### src/rtl/alu16_sequencer.sv
// alu16_sequencer: runs the SM83 16-bit arithmetic ops (ADD HL,rr / INC rr /
// DEC rr / ADD SP,e8) as a low-byte pass followed by a high-byte pass through
// the shared 8-bit ALU, then hands the 16-bit result and ZNHC flags back.
// Optional build macro: ALU16_BACK_TO_BACK_EN lets a new START be taken in the
// DONE state so ops can issue every 3 cycles instead of every 4.
module alu16_sequencer (
  input  logic        CLK,
  input  logic        RST,
  input  logic        START,
  input  logic [1:0]  OP,
  input  logic [15:0] OPA,
  input  logic [15:0] OPB,
  input  logic [3:0]  FLAGS_CUR,
  output logic        BUSY,
  output logic        DONE,
  output logic [15:0] RESULT,
  output logic [3:0]  FLAGS_NEW,
  output logic [4:0]  ALU_FUN,
  output logic [7:0]  ALU_A,
  output logic [7:0]  ALU_B,
  output logic [3:0]  ALU_FLAGS_IN,
  input  logic [7:0]  ALU_OUT,
  input  logic [3:0]  ALU_FLAGS_OUT
);

  localparam logic [4:0] FUN_ADD = 5'b00000;
  localparam logic [4:0] FUN_ADC = 5'b00001;
  localparam logic [4:0] FUN_SUB = 5'b00010;
  localparam logic [4:0] FUN_SBC = 5'b00011;

  localparam logic [1:0] OP_ADD16 = 2'd0;
  localparam logic [1:0] OP_INC16 = 2'd1;
  localparam logic [1:0] OP_DEC16 = 2'd2;
  localparam logic [1:0] OP_ADDSP = 2'd3;

  typedef enum logic [1:0] {S_IDLE, S_LO, S_HI, S_DONE} state_t;

  state_t      state;
  state_t      state_next;
  logic        accept;
  logic [1:0]  op_q;
  logic [15:0] opa_q;
  logic [15:0] opb_q;
  logic [3:0]  flags_cur_q;
  logic [7:0]  lo_byte_q;
  logic [1:0]  lo_hc_q;
  logic [3:0]  flags_final;
  logic        unused_alu_zn;

  // Only H and C from the ALU are ever consumed; Z/N are recomputed per op.
  assign unused_alu_zn = ^ALU_FLAGS_OUT[3:2];

  // A START is taken in IDLE, and also in DONE when back-to-back issue is built in.
  always_comb begin
    accept = 1'b0;
`ifdef ALU16_BACK_TO_BACK_EN
    accept = START && ((state == S_IDLE) || (state == S_DONE));
`else
    accept = START && (state == S_IDLE);
`endif
  end

  // State register with synchronous reset.
  always_ff @(posedge CLK) begin
    if (RST) state <= S_IDLE;
    else     state <= state_next;
  end

  // Next-state sequencing: IDLE -> LO -> HI -> DONE -> IDLE (or LO on accept).
  always_comb begin
    state_next = state;
    case (state)
      S_IDLE:  if (accept) state_next = S_LO;
      S_LO:    state_next = S_HI;
      S_HI:    state_next = S_DONE;
      S_DONE:  state_next = accept ? S_LO : S_IDLE;
      default: state_next = S_IDLE;
    endcase
  end

  // Drive the 8-bit ALU: low byte in LO, high byte with carry/borrow in HI, zeros otherwise.
  always_comb begin
    ALU_FUN      = FUN_ADD;
    ALU_A        = 8'h00;
    ALU_B        = 8'h00;
    ALU_FLAGS_IN = 4'b0000;
    case (state)
      S_LO: begin
        ALU_A = opa_q[7:0];
        case (op_q)
          OP_INC16: begin ALU_FUN = FUN_ADD; ALU_B = 8'h01;       end
          OP_DEC16: begin ALU_FUN = FUN_SUB; ALU_B = 8'h01;       end
          default:  begin ALU_FUN = FUN_ADD; ALU_B = opb_q[7:0];  end
        endcase
      end
      S_HI: begin
        ALU_A        = opa_q[15:8];
        ALU_FLAGS_IN = {3'b000, lo_hc_q[0]};
        case (op_q)
          OP_ADD16: begin ALU_FUN = FUN_ADC; ALU_B = opb_q[15:8];     end
          OP_INC16: begin ALU_FUN = FUN_ADC; ALU_B = 8'h00;           end
          OP_DEC16: begin ALU_FUN = FUN_SBC; ALU_B = 8'h00;           end
          default:  begin ALU_FUN = FUN_ADC; ALU_B = {8{opb_q[7]}};   end
        endcase
      end
      default: ;
    endcase
  end

  // Final ZNHC selection, evaluated while the high-byte pass is on the ALU.
  always_comb begin
    flags_final = flags_cur_q;
    case (op_q)
      OP_ADD16: flags_final = {flags_cur_q[3], 1'b0, ALU_FLAGS_OUT[1], ALU_FLAGS_OUT[0]};
      OP_ADDSP: flags_final = {1'b0, 1'b0, lo_hc_q[1], lo_hc_q[0]};
      default:  flags_final = flags_cur_q;
    endcase
  end

  // Operand capture on accept, low-byte capture after LO, result/flags commit after HI.
  always_ff @(posedge CLK) begin
    if (RST) begin
      op_q        <= 2'd0;
      opa_q       <= 16'h0000;
      opb_q       <= 16'h0000;
      flags_cur_q <= 4'b0000;
      lo_byte_q   <= 8'h00;
      lo_hc_q     <= 2'b00;
      RESULT      <= 16'h0000;
      FLAGS_NEW   <= 4'b0000;
    end else begin
      if (accept) begin
        op_q        <= OP;
        opa_q       <= OPA;
        opb_q       <= OPB;
        flags_cur_q <= FLAGS_CUR;
      end
      if (state == S_LO) begin
        lo_byte_q <= ALU_OUT;
        lo_hc_q   <= ALU_FLAGS_OUT[1:0];
      end
      if (state == S_HI) begin
        RESULT    <= {ALU_OUT, lo_byte_q};
        FLAGS_NEW <= flags_final;
      end
    end
  end

  assign BUSY = (state == S_LO) || (state == S_HI);
  assign DONE = (state == S_DONE);

endmodule

### config.mk
export PLATFORM = sky130hd
export DESIGN_NAME = alu16_sequencer
export DESIGN_NICKNAME = d
export VERILOG_FILES = /design/src/rtl/alu16_sequencer.sv
export SDC_FILE = /design/constraint.sdc
export NUM_CORES = 1
export LEC_CHECK = 0
export CORE_MARGIN = 2
export CORE_UTILIZATION = 41
export CTS_CLUSTER_DIAMETER = 40
export DETAILED_ROUTE_END_ITERATION = 10
export PLACE_DENSITY = 0.85
export SYNTH_ARGS = -nofsm -noshare
export SYNTH_HDL_FRONTEND = slang
export SYNTH_SLANG_ARGS = --single-unit
### constraint.sdc
create_clock -name CLK -period 1.43 [get_ports CLK]
set_input_delay 0.2145 -clock CLK [delete_from_list [all_inputs] [get_ports CLK]]
set_output_delay 0.2145 -clock CLK [all_outputs]
set_load 0.1 [all_outputs]
# Yosys cells after proc, flatten, opt, wreduce, memory -nomap -nowiden
# Cells that the tools add are included.
# Widths: inputs -> output; s select.
# op_classes
eq_ne	7
mux	12
n_reduce_logical	5
# op_table
operator	n
$pmux 8 s2	3
$eq 2x2->1 const B	4
$mux 8	1
$pmux 2 s4	1
$pmux 4 s2	1
$mux 2	3
$eq 2x1->1 const B	2
$logic_not 2->1	2
$pmux 2 s2	1
$mux 1	2
$ne 2x2->1 const B	1
$reduce_or 2->1	1
$logic_and 1x1->1	1
$logic_or 1x1->1	1
# totals
regBits	70
input_bits	53
word_cells	33

# Longest topological paths before layout
# depth
ltp_word	4
ltp_mapped	7
ltp_nobuf	5

# Worst setup path after synthesis
# Ideal clock, no wire load.
# synth_timing
kind	register -> output
start	reg state[0]
end	out ALU_B[1]
t_arrival_ps	3101
required_ps	1216
path_slack_ps	-1885
path_stages_with_launch	5
path_cell_list	dfxtp_1 > inv_1 > ha_1 > o211ai_4 > o2bb2ai_1
# synth_between
elab_chain_cells	2
elab_cells_between_ends	3
cone_classes	eq/ne (2); mux (1)
# synth_lines
item	line	source
from (decl)	38	state_t state;
from (signal assigned)	66	else state <= state_next;
$eq 2x2->1 / $eq 2x1->1 (equally long branches)	87	case (state)
$pmux 8 s2 (*)	87	
to (decl)	20	output logic [7:0] ALU_B,
# Mark *: on every way between the ends. The rest lies on a longest branch, timed or not.

# Final worst setup path
# layout_timing
start	reg state[1]
end	out ALU_B[5]
# Same word-level chain as after synthesis.

==> out/results.tsv <==
stage	metric	value	unit
status	outcome	complete, but fails checks	
status	violated checks	setup timing	
detailed_routing	drt total wl	9.26	mm
synth	Post-Syn Area	3060	um^2
synth	Post-Synthesis Cells	344	
detailed_routing	vias	2892	
floorplan	row count	31	
cts	Clock Sinks	70	
cts	clk buf depth	2	
critical_path	critical path's slowest cell	dfxtp_4	
cts	TritonCTS Buffers	9	
floorplan	Die Span Y	90.5	um
global_route	global-route wire length before repair	14.7	mm
timing	Max Slew Vio Count	0	
global_route	Global Route Usage Sum	22.6	%
critical_path	CP required	1.22	ns
critical_path	Worst Path Max Fanout	7	
timing	Fin Hold WS	0.348	ns
detailed_routing	Initial DRT Pass Iterations	5	
cts	hold_buf cts	0	
synth	top cell type's share of synthesized area	45.7	%
placement	IO Port Bufs	91	
layout	nets@finish	533	
critical_path	endpoint class of the critical path	output port	
layout	filler instances	467	
layout	commonest non-fill, non-tap cell in the layout	nand2_1	
layout	layout cells sized above 1	35.4	%
cts	clock root buffer master	clkbuf_8	
timing	final setup margin	-0.542	ns
global_route	vias in the first global route	3018	
critical_path	critical path's largest stage delay	0.37	ns
power	total power draw	10.4	mW
synth	ys flop type	dfxtp_1	
synth	Ys Warns	0	
timing	final hold vios	0	
synth	mean post-synth cell area	8.91	um^2
detailed_routing	routed len/inst	16.1	um
critical_path	reg2reg setup slack	-0.10	ns
power	Leak	2.06	nW
power	Pwr Density	1890	nW/um^2
cts	CTS clk-pin slew, worst paths	0.08	ns
timing	Tmin final	1.97	ns
global_route	initial antenna violation count	0	
critical_path	crit-path cells	inv_4 -> ha_4 -> nand2_4 -> nor2_4 -> buf_12 -> o2bb2ai_4 -> buf_12	
floorplan	chip width	90.5	um
synth	area leader, netlist	dfxtp_1	
critical_path	Crit Path Category	reg2out	
power	worst vdd ir	0.00113	V
cts	Clk Latency, worst-skew pair	0.35	ns
critical_path	most used cell, CP	buf_12	
synth	post-synthesis sequential area ratio	45.7	%
timing	Highest Clock Rate	507	MHz
timing	RSZ-0062 raised after global routing	true	
layout	commonest non-fill, non-tap cells in the layout	77 x nand2_1, 66 x dfxtp_1, 51 x buf_12	
synth	Synth async-reset ratio	0	%
critical_path	critical path startpoint category	flop	
critical_path	Worst EP arrival	1.76	ns
placement	hpwl dp	5.88	mm
job	Max Cap Viol	0	
timing	Final period util	138	%
detailed_routing	Post-route DRC	0	
critical_path	Buf+Inv Stages, Crit Path	3	
synth	synthesized flop and latch total	70	
timing	# setup viols final	26	
detailed_routing	vias per std cell	5.04	
floorplan	core area	7250	um^2
detailed_routing	initial drt markers	119	
critical_path	family with the most delay on the worst path	buffers and inverters	
layout	Antenna Cells	0	
global_route	total gr overflow	0	
global_route	pin count of the biggest net entering global routing	71	
layout	Area Growth Syn to Fin	80.1	%
placement	Placer Congestion	0.795	
floorplan	die area	8180	um^2
timing	final setup skew	0.00932	ns
synth	dominant cells by area after synthesis	dfxtp_1 46%, nand2_1 9.6%, mux2i_1 8.8%	
floorplan	I/O Pins	100	
floorplan	initial core utilization	42.2	%
cts	TritonCTS clock tree	built	
detailed_routing	DRT antenna net count	0	
cts	H-Tree Depth	3	
synth	synth unique cells	34	
min_path	Hold Crit Class	in2reg	
synth	Post-synth EDFFs	0	
final cells by class:
cell class / instances / area, um^2 / share of cell area (%)
clock buffers: 11 / 151 / 2.74
well taps: 99 / 124 / 2.24
clock inverters: 5 / 57.6 / 1.04
repair buffers: 141 / 1910 / 34.6
multi-input cells: 243 / 1840 / 33.4
inverters: 5 / 26.3 / 0.476
flip-flops and latches: 70 / 1410 / 25.6
sequential cells by signal, indices dropped and copies added (netlist names):
| name | cells |
|---|---|
| FLAGS_NEW | 4 |
| RESULT | 16 |
| flags_cur_q | 4 |
| lo_byte_q | 8 |
| lo_hc_q | 2 |
| op_q | 2 |
| opa_q | 16 |
| opb_q | 16 |
| state | 2 |
power breakdown:
part	internal [mW]	leakage, nW	switching [mW]
logic	2.92	1.39	3.24
clock network	0.897	0.0976	0.764
registers	2.31	0.574	0.288
logic make-up after synthesis:
logic type | Yosys count | share of synthesized area, %
DFF | 70 | 45.7
AOI/OAI and AO/OA | 72 | 15.1
and+or+nand+nor | 128 | 17.4
other | 1 | 0.122
adders and majority gates | 10 | 4.08
buffers and inverters | 36 | 8.70
muxes | 27 | 8.82
per-layer routing:
layer  track usage, %  wire [um]  up-vias
met5                0          0        -
met4             9.23        367        0
met3             6.93        570       27
met2             39.7       4670      109
met1             25.5       3650     1370
li1                 -          -     1386
synthesized netlist by cell type, drive strengths merged, types with 5 or more instances:
cell type / number
o2bb2ai: 7
ha: 10
mux2i: 27
nand2: 78
nor2: 31
inv: 5
nor2b: 8
clkbuf: 6
buf: 25
a21oi: 48
a22oi: 8
dfxtp: 70
worst paths after layout:
kind / from / end / depth (start not counted)
hold / removal: RST / FLAGS_NEW[2]$_SDFFE_PP0N_ / 3
setup reg to reg: state[1]$_SDFFE_PP0P_ / lo_byte_q[0]$_SDFFE_PP0P_ / 8
setup / recovery: state[1]$_SDFFE_PP0P_ / ALU_B[5] / 7
hold reg to reg: opb_q[12]$_SDFFE_PP0P_ / opb_q[12]$_SDFFE_PP0P_ / 2
per-stage QoR:
step | setup WS, ns | utilization (%) | instances | area [um^2] | TNS [ns]
global placement | -0.221 | 66.1 | 535 | 4790 | -2.83
finish | -0.542 | 76.1 | 574 | 5520 | -9.27
detailed placement | -0.264 | 66.1 | 535 | 4790 | -3.47
floorplan | -0.561 | - | 349 | 3330 | -8.51
global route | -0.601 | 76.1 | 574 | 5520 | -10.74
CTS | -0.528 | 74.3 | 571 | 5390 | -8.76
repair_timing:
item,CTS,global route
endpoints found under the hold margin,0,0
setup buffers,19,7
endpoints found under the setup margin,24,50
gates resized for setup,48,28
cloned,2,0
pin swaps,13,15
worst min-delay path, delay by kind of cell:
kind / cells / cell delay (ns)
compound gates: 1 / 0.12
buf+inv: 2 / 0.33
Power figures use the tool's default switching activity.
